[config.mk]
export PLATFORM = sky130hd
export DESIGN_NAME = axil_req_arb
export DESIGN_NICKNAME = d
export VERILOG_FILES = /design/src/rtl/axil_arb_pkg.sv /design/src/rtl/rr_arbiter.sv /design/src/rtl/axil_req_arb.sv
export SDC_FILE = /design/constraint.sdc
export NUM_CORES = 1
export LEC_CHECK = 0
export CELL_PAD_IN_SITES_DETAIL_PLACEMENT = 0
export CELL_PAD_IN_SITES_GLOBAL_PLACEMENT = 1
export CORE_MARGIN = 1.5
export CORE_UTILIZATION = 23
export CTS_BUF_LIST = sky130_fd_sc_hd__clkbuf_8
export CTS_CLUSTER_SIZE = 10
export DETAILED_ROUTE_END_ITERATION = 12
export PLACE_DENSITY_LB_ADDON = 0.1
export SYNTH_ARGS = -nofsm -noshare
export SYNTH_HDL_FRONTEND = slang
export SYNTH_SLANG_ARGS = --single-unit
[constraint.sdc]
create_clock -name aclk -period 1.75 [get_ports aclk]
set_clock_uncertainty 0.1 [all_clocks]
set_input_delay 0.35 -clock aclk [delete_from_list [all_inputs] [get_ports aclk]]
set_output_delay 0.35 -clock aclk [all_outputs]
set_load 0.02 [all_outputs]
[src/rtl/axil_arb_pkg.sv]
// Shared types for the AXI-Lite request arbiter: FSM encoding, AXI response
// codes and bus widths.
package axil_arb_pkg;

   localparam int ADDR_W = 32;
   localparam int DATA_W = 32;

   typedef enum logic [1:0] {
      ST_IDLE = 2'd0,
      ST_BUSY = 2'd1,
      ST_DONE = 2'd2
   } arb_state_e;

   typedef enum logic [1:0] {
      RESP_OKAY   = 2'b00,
      RESP_EXOKAY = 2'b01,
      RESP_SLVERR = 2'b10,
      RESP_DECERR = 2'b11
   } axi_resp_e;

   // SLVERR and DECERR both have the upper bit set.
   function automatic logic resp_is_err(input axi_resp_e resp);
      return resp[1];
   endfunction

endpackage

[src/rtl/rr_arbiter.sv]
// Combinational round-robin picker: the search starts one past ptr and wraps,
// returning a one-hot grant and its index.
module rr_arbiter #(
   parameter int NREQ  = 2,
   parameter int PTR_W = 1
) (
   input  logic [NREQ-1:0]  req,
   input  logic [PTR_W-1:0] ptr,
   output logic [NREQ-1:0]  grant,
   output logic [PTR_W-1:0] grant_idx
);

   logic found;

   // NOTE: every output of a combinational block gets a default before any
   // conditional assignment, otherwise synthesis infers a latch.
   always_comb begin
      grant     = '0;
      grant_idx = '0;
      found     = 1'b0;
      for (int off = 1; off <= NREQ; off++) begin
         for (int j = 0; j < NREQ; j++) begin
            if (!found && req[j] && (j == (int'(ptr) + off) % NREQ)) begin
               found     = 1'b1;
               grant[j]  = 1'b1;
               grant_idx = PTR_W'(j);
            end
         end
      end
   end

endmodule

[src/rtl/axil_req_arb.sv]
// Round-robin arbiter funnelling NREQ simple requesters onto one AXI-Lite
// master port. Define AXIL_ARB_TIMEOUT_EN to enable the busy-timeout abort.
module axil_req_arb
   import axil_arb_pkg::*;
#(
   parameter int NREQ        = 2,
   parameter int TIMEOUT_CYC = 1024
) (
   input  logic                   aclk,
   input  logic                   areset,
   input  logic [NREQ-1:0]        req_valid,
   input  logic [NREQ-1:0]        req_we,
   input  logic [NREQ*ADDR_W-1:0] req_addr,
   input  logic [NREQ*DATA_W-1:0] req_wdata,
   output logic [NREQ-1:0]        req_ready,
   output logic [NREQ-1:0]        rsp_valid,
   output logic [DATA_W-1:0]      rsp_rdata,
   output logic                   rsp_err,
   output logic                   rsp_timeout,
   output logic [ADDR_W-1:0]      app_waddr,
   output logic [DATA_W-1:0]      app_wdata,
   output logic                   app_wen,
   output logic [ADDR_W-1:0]      app_raddr,
   output logic                   app_ren,
   input  logic [DATA_W-1:0]      app_rdata,
   input  logic                   app_wdone,
   input  logic                   app_werror,
   input  logic                   app_rdone,
   input  logic                   app_rerror
);

   localparam int PTR_W = (NREQ > 1) ? $clog2(NREQ) : 1;

   if (NREQ < 2 || NREQ > 8 || TIMEOUT_CYC < 2) begin : g_bad_cfg
      $error("axil_req_arb: NREQ must be 2..8 and TIMEOUT_CYC at least 2");
   end

   arb_state_e        state_q, state_d;
   logic [PTR_W-1:0]  ptr_q, grant_idx;
   logic [NREQ-1:0]   grant, owner_q;
   logic              lat_we;
   logic              sel_we;
   logic [ADDR_W-1:0] sel_addr;
   logic [DATA_W-1:0] sel_wdata;
   logic              en_q, status_done, status_err, timeout_hit, exit_busy;
   axi_resp_e         resp_d;

   rr_arbiter #(
      .NREQ  (NREQ),
      .PTR_W (PTR_W)
   ) u_rr (
      .req       (req_valid),
      .ptr       (ptr_q),
      .grant     (grant),
      .grant_idx (grant_idx)
   );

   always_comb begin
      sel_we    = 1'b0;
      sel_addr  = '0;
      sel_wdata = '0;
      for (int i = 0; i < NREQ; i++) begin
         if (grant[i]) begin
            sel_we    = req_we[i];
            sel_addr  = req_addr[i*ADDR_W +: ADDR_W];
            sel_wdata = req_wdata[i*DATA_W +: DATA_W];
         end
      end
   end

   // Status is only honoured once the enable is actually on the bus.
   assign en_q = app_wen | app_ren;

   always_comb begin
      status_done = lat_we ? (app_wdone | app_werror) : (app_rdone | app_rerror);
      status_err  = lat_we ? app_werror : app_rerror;
      exit_busy   = (state_q == ST_BUSY) && en_q && (status_done || timeout_hit);
      resp_d      = (status_err || (timeout_hit && !status_done)) ? RESP_SLVERR : RESP_OKAY;
   end

   always_comb begin
      state_d = state_q;
      case (state_q)
         ST_IDLE: if (|req_valid) state_d = ST_BUSY;
         ST_BUSY: if (exit_busy)  state_d = ST_DONE;
         ST_DONE: state_d = ST_IDLE;
         default: state_d = ST_IDLE;
      endcase
   end

   // NOTE: sequential state uses non-blocking assignments so every register
   // samples pre-edge values regardless of statement order.
   always_ff @(posedge aclk) begin
      if (areset) begin
         state_q   <= ST_IDLE;
         ptr_q     <= PTR_W'(NREQ - 1);
         owner_q   <= '0;
         lat_we    <= 1'b0;
         req_ready <= '0;
         rsp_valid <= '0;
         rsp_rdata <= '0;
         rsp_err   <= 1'b0;
         app_waddr <= '0;
         app_wdata <= '0;
         app_raddr <= '0;
         app_wen   <= 1'b0;
         app_ren   <= 1'b0;
      end else begin
         state_q   <= state_d;
         req_ready <= '0;
         rsp_valid <= '0;
         case (state_q)
            ST_IDLE: begin
               app_wen <= 1'b0;
               app_ren <= 1'b0;
               if (|req_valid) begin
                  req_ready <= grant;
                  owner_q   <= grant;
                  ptr_q     <= grant_idx;
                  lat_we    <= sel_we;
                  app_waddr <= sel_addr;
                  app_raddr <= sel_addr;
                  app_wdata <= sel_wdata;
               end
            end
            ST_BUSY: begin
               app_wen <= lat_we && !exit_busy;
               app_ren <= !lat_we && !exit_busy;
               if (exit_busy) begin
                  rsp_valid <= owner_q;
                  rsp_err   <= resp_is_err(resp_d);
                  rsp_rdata <= (!lat_we && status_done) ? app_rdata : '0;
               end
            end
            default: begin
               app_wen <= 1'b0;
               app_ren <= 1'b0;
            end
         endcase
      end
   end

`ifdef AXIL_ARB_TIMEOUT_EN
   localparam int CNT_W = $clog2(TIMEOUT_CYC + 1);

   logic [CNT_W-1:0] busy_cnt;
   logic             rsp_timeout_q;

   // Counts enable-high cycles, so the abort lands after TIMEOUT_CYC of them.
   assign timeout_hit = (state_q == ST_BUSY) && en_q &&
                        (busy_cnt == CNT_W'(TIMEOUT_CYC - 1));

   always_ff @(posedge aclk) begin
      if (areset) begin
         busy_cnt      <= '0;
         rsp_timeout_q <= 1'b0;
      end else begin
         if (state_q == ST_IDLE && |req_valid) begin
            busy_cnt <= '0;
         end else if (state_q == ST_BUSY && en_q) begin
            busy_cnt <= busy_cnt + 1'b1;
         end
         if (exit_busy) begin
            rsp_timeout_q <= timeout_hit && !status_done;
         end
      end
   end

   assign rsp_timeout = rsp_timeout_q;
`else
   assign timeout_hit = 1'b0;
   assign rsp_timeout = 1'b0;
`endif

endmodule

## After elaboration in Yosys (flattened, before gate mapping)

Cells that the tools add are included.

- Word-level logic and storage cells: 76
- Output and inout port bits: 136
- Input port bits: 170
- Bits in registers: 109

- Multiplexer cells: 21
- Reduce and logical (&&, ||, !) cells: 27
- Add/sub/neg operators: 2
- Eq/ne operators: 5
- Bitwise gates (word level): 9

Operators by type and width:

| cell | count |
|---|---|
| 32-bit two-way mux | 5 |
| 32-bit zero test | 2 |
| 1-bit logical AND | 12 |
| 1-bit two-way mux | 12 |
| 2-bit two-way mux | 3 |
| 2-bit AND reduction | 3 |
| 3-bit OR reduction | 2 |
| 1-bit zero test | 5 |
| 2-bit == test, first input constant | 2 |
| 2-bit != test, second input constant | 2 |
| 1-bit inverter | 4 |
| 2-bit one-hot mux with 2 select lines | 1 |
| 2-bit OR reduction | 2 |
| 1-bit bitwise OR | 3 |
| 1-bit adder, second input constant | 2 |
| 1-bit bitwise AND, first input constant | 2 |
| 2-bit by 1-bit == test with 1-bit output, second input constant | 1 |
| 2-bit zero test | 1 |

## Logic depth before layout (Yosys ltp)

- Word-level depth: 18
- Mapped depth: 5
- Gate-level depth less buffers: 3

## Hierarchy

Synthesis repeated with hierarchy kept, for this count alone.

- Cell total of the unflattened synthesis: 501
- Area, all modules: 4,745.8 um^2

By module, submodules not included:

| module | seq. area each (um^2) | area each (um^2) | times used | cells each |
|---|---|---|---|---|
| axil_req_arb | 2,182.1 | 4,719.5 | 1 | 497 |
| rr_arbiter | 0.0 | 26.3 | 1 | 4 |

## Worst setup path after synthesis

OpenSTA, ideal clock, no wires.

- Path kind: reg2reg
- Start: reg app_ren
- End: reg rsp_rdata[23]
- Arrival time: 1.541 ns
- Stages on the path, launching flop included: 6
- Setup slack: -0.008 ns
- Library setup time: 0.117 ns
- Buffers on the path: 2
- Data required time: 1.533 ns
- Period minus slack after synthesis: 1.758 ns
- Path through: dfxtp_1 -> nor2_1 -> or4_1 -> buf_2 -> buf_6 -> a32o_1

- Longest elaborated chain between the ends: 4

RTL lines:

| item | RTL line | RTL |
|---|---|---|
| from (decl) | axil_req_arb.sv:24 | `output logic app_ren,` |
| from (signal assigned) | axil_req_arb.sv:128 | `app_ren <= !lat_we && !exit_busy;` |
| 1-bit bitwise OR | axil_req_arb.sv:72 | `assign en_q = app_wen \| app_ren;` |
| 1-bit logical AND (2 in series) | axil_req_arb.sv:77 | `exit_busy = (state_q == ST_BUSY) && en_q && (status_done \|\| timeout_hit);` |
| 2-bit AND reduction (no line) | - |  |
| to (signal assigned) | axil_req_arb.sv:132 | `rsp_rdata <= (!lat_we && status_done) ? app_rdata : '0;` |
| to (decl) | axil_req_arb.sv:17 | `output logic [DATA_W-1:0] rsp_rdata,` |

Every way passes these cells.
A chain may end at the register's enable or synchronous reset.

## Worst setup path after layout

- Start: reg lat_we
- End: reg rsp_rdata[8]

- Longest elaborated chain between the ends: 3
- Elaborated cells between the ends (all ways): 6
- Classes of those cells: 2 x mux; 4 x reduce/logical

RTL lines:

| item | RTL line | RTL |
|---|---|---|
| from (decl) | axil_req_arb.sv:41 | `logic lat_we;` |
| from (signal assigned) | axil_req_arb.sv:120 | `lat_we <= sel_we;` |
| 1-bit two-way mux or 1-bit zero test (tied branches) | axil_req_arb.sv:75, axil_req_arb.sv:132 |  |
| 1-bit logical AND (on tied branches) | axil_req_arb.sv:132, axil_req_arb.sv:77 |  |
| 32-bit two-way mux or 2-bit AND reduction (tied branches) | - |  |

Parallel ways exist; a longest one is shown, timed or not.

==> flow_metrics.py <==
metrics = {
    "cells_and_area": {
        "layout-drive-gt1-share_pct": 8.22,
        "final_cell_count_no_fill": 1085,
        "layout.cell_area.non_filler_um2": 8100,
        "final_net_count": 980,
        "fillers": 2075,
        "area_growth_from_synthesis_to_final_layout_pct": 68.0,
        "commonest_cells_after_routing_fill_and_taps_aside": "168 x sky130_fd_sc_hd__clkdlybuf4s50_1, 135 x sky130_fd_sc_hd__dlygate4sd2_1, 121 x sky130_fd_sc_hd__nand3_1",
        "commonest_non_fill_non_tap_cell_in_the_layout": "sky130_fd_sc_hd__clkdlybuf4s50_1",
        "insertedDiodeCount": 0,
    },
    "yosys": {
        "post-synth-top-area-cell": "sky130_fd_sc_hd__dfxtp_1",
        "synth-warning-count": 0,
        "seq_area_frac_synth_pct": 45.3,
        "synth.net_count": 724,
        "most_used_flip_flop_cell_after_synthesis": "sky130_fd_sc_hd__dfxtp_1",
        "synth_area_per_cell_um2": 8.70,
        "synthDistinctLibCells": 36,
        "yosys_register_bits": 109,
        "synthTopCellsByArea": "sky130_fd_sc_hd__dfxtp_1 45%, sky130_fd_sc_hd__nand3_1 13%, sky130_fd_sc_hd__a31oi_1 7.8%",
        "asyncSetResetFlopFracSynth_pct": 0,
        "synth_largest_type_area_fraction_pct": 45.3,
        "instance_count_of_the_mapped_netlist": 554,
        "syn-cell-area_um2": 4820,
        "synth_enable_flop_cells": 0,
    },
    "placement": {
        "gp_routability_congestion": 0.759,
        "dp_worst_setup_slack_ps": -376,
        "post-place-cells": 1069,
        "placedInstanceArea_um2": 8070,
        "io_buffer_count": 304,
        "dp.final_hpwl_mm": 14.2,
    },
    "global_route": {
        "pin_count_of_the_biggest_net_entering_global_routing": 48,
        "initial_antenna_violation_count": 0,
        "total_global_route_track_usage_pct": 18.0,
        "grt_first_pass_wirelength_mm": 30.8,
        "overflow": 0,
        "first_global_vias": 5506,
    },
    "worst_setup_path": {
        "critPathMaxFanout": 17,
        "rr_worst_depth": 4,
        "reg2reg_to": "rsp_rdata[8]",
        "path_class": "flop to flop",
        "r2r_setup_slack_ps": 50,
        "timing.critical_path.from_type": "flop",
        "end_kind": "flop",
        "timing.critical_path.arrival_ps": 1890,
        "crit_required_ps": 1930,
        "worstReg2RegStart": "lat_we",
    },
    "worst_hold_path": {
        "timing.hold.worst.class": "primary input to flop",
        "hold_start": "areset",
        "worst_hold_path.num_cells": 3,
        "hold-path-endpoint": "req_ready[1]",
    },
    "timing": {
        "final_max_slew_viol_count": 0,
        "worst_slack_ps": 46.0,
        "fin_crit_sh_pct": 97.4,
        "period_needed_ps": 1700,
        "timing.final.setup_violations": 0,
        "final-hold-violation-count": 0,
        "rsz0062_at_grt": "false",
        "timing.fmax_mhz": 587,
    },
    "die": {
        "num_rows": 52,
        "die_width_um": 148,
        "initial_core_util_pct": 23.7,
        "die-area_um2": 21800,
        "ios": 306,
        "core_area_um2": 20400,
        "die_height_um": 148,
    },
    "power": {
        "power_density_nw_per_um2": 825,
        "p_leak_uw": 0.00340,
        "power.ir.vdd_worst_uv": 418,
        "total_power_uw": 6680,
    },
    "cts": {
        "root_buffer": "sky130_fd_sc_hd__clkbuf_8",
        "cts_made_buffers": 9,
        "clkSlewWorstSetupHoldPaths_ps": 120,
        "clock_sink_count": 109,
        "clkLatencyLatePin_ps": 380,
        "clk_path_buf_depth": 2,
        "htreeDepth": 3,
        "tritoncts": "built",
        "cts_hold_repair.buffers": 0,
    },
    "run": {
        "max-cap-violations": 0,
    },
    "routing": {
        "dr.pass1.iters": 6,
        "wl_mm": 19.9,
        "initial_drc_count": 200,
        "wl_per_cell_um": 18.4,
        "vias": 5369,
        "viasPerCell": 4.95,
        "drcViolationCount": 0,
        "drtAntennaViolNets": 0,
    },
    "run_status": {
        "run_status": "complete, no violations",
    },
}
layer usage:
metal	part of all wire (%)	global-route usage, %	wire length [µm]
met1	39	20.7	7800
met2	50	31.5	9950
met3	8.9	5.99	1770
met4	2.1	5.55	426
met5	0	0	0
cells by family after synthesis:
family / synth area share (%)
other: 0.0778
buffers and inverters: 10.7
and+or+nand+nor: 20.6
muxes: 0.441
DFF: 45.3
AOI/OAI and AO/OA: 22.9
power breakdown:
group / internal (µW) / switching, µW
logic: 1010 / 1260
registers: 2720 / 147
clock network: 557 / 993
total: 4280 / 2400
critical path: stages, from the launching register on:
cell                      delay, ps
sky130_fd_sc_hd__dfxtp_2        390
sky130_fd_sc_hd__nor3b_1        170
sky130_fd_sc_hd__or4_4          500
sky130_fd_sc_hd__buf_6          180
sky130_fd_sc_hd__a32o_1         270
cells in the mapped netlist (2+ instances only):
| master | count |
|---|---|
| sky130_fd_sc_hd__a32o_1 | 32 |
| sky130_fd_sc_hd__and4_1 | 5 |
| sky130_fd_sc_hd__dfxtp_1 | 109 |
| sky130_fd_sc_hd__clkbuf_1 | 49 |
| sky130_fd_sc_hd__and3_1 | 2 |
| sky130_fd_sc_hd__nand2_1 | 3 |
| sky130_fd_sc_hd__nor4_1 | 3 |
| sky130_fd_sc_hd__buf_4 | 33 |
| sky130_fd_sc_hd__a31oi_1 | 60 |
| sky130_fd_sc_hd__a221o_1 | 5 |
| sky130_fd_sc_hd__buf_2 | 9 |
| sky130_fd_sc_hd__nor2b_1 | 32 |
| sky130_fd_sc_hd__o21ai_0 | 61 |
| sky130_fd_sc_hd__buf_6 | 3 |
| sky130_fd_sc_hd__nor2_1 | 6 |
| sky130_fd_sc_hd__nor3b_1 | 2 |
| sky130_fd_sc_hd__nand3_1 | 121 |
registers in the layout, indices dropped and copies added, names as in the netlist, 2 cells and up:
signal,count
rsp_valid,2
owner_q,2
app_wdata,32
rsp_rdata,32
state_q,2
app_raddr,32
req_ready,2
per-stage QoR:
step,setup TNS (ps),utilization (%),hold WS (ps)
finish,0,39.8,250
global route,0,39.8,236
global placement,-20620,39.6,330
CTS,0,39.8,223
floorplan,0,-,318
detailed placement,-23630,39.6,338
cell type report:
cell class	instances	area, µm²	share of cell area, %
inverters	1	3.75	0.0464
well taps	270	338	4.17
clock inverters	7	63.8	0.788
clock buffers	9	124	1.53
flip-flops and latches	109	2180	27.0
multi-input cells	350	2170	26.8
repair buffers	339	3220	39.7
how the worst max path moves through the flow:
stage                           from       endpoint  depth (start not counted)
after global placement    app_werror  rsp_rdata[13]                          5
final                         lat_we   rsp_rdata[8]                          4
after floorplan              app_wen  rsp_rdata[23]                          5
after global routing          lat_we  rsp_rdata[30]                          4
after detailed placement  app_werror   rsp_rdata[8]                          5
after CTS                     lat_we   rsp_rdata[8]                          4
what timing repair did:
item / 4_1_cts / 5_1_grt
buffers inserted: 0 / 0
endpoints found under the hold margin: 0 / 0
endpoints found under the setup margin: 167 / 0
resized for setup: 139 / 0
(Power assumes the default switching activity.)
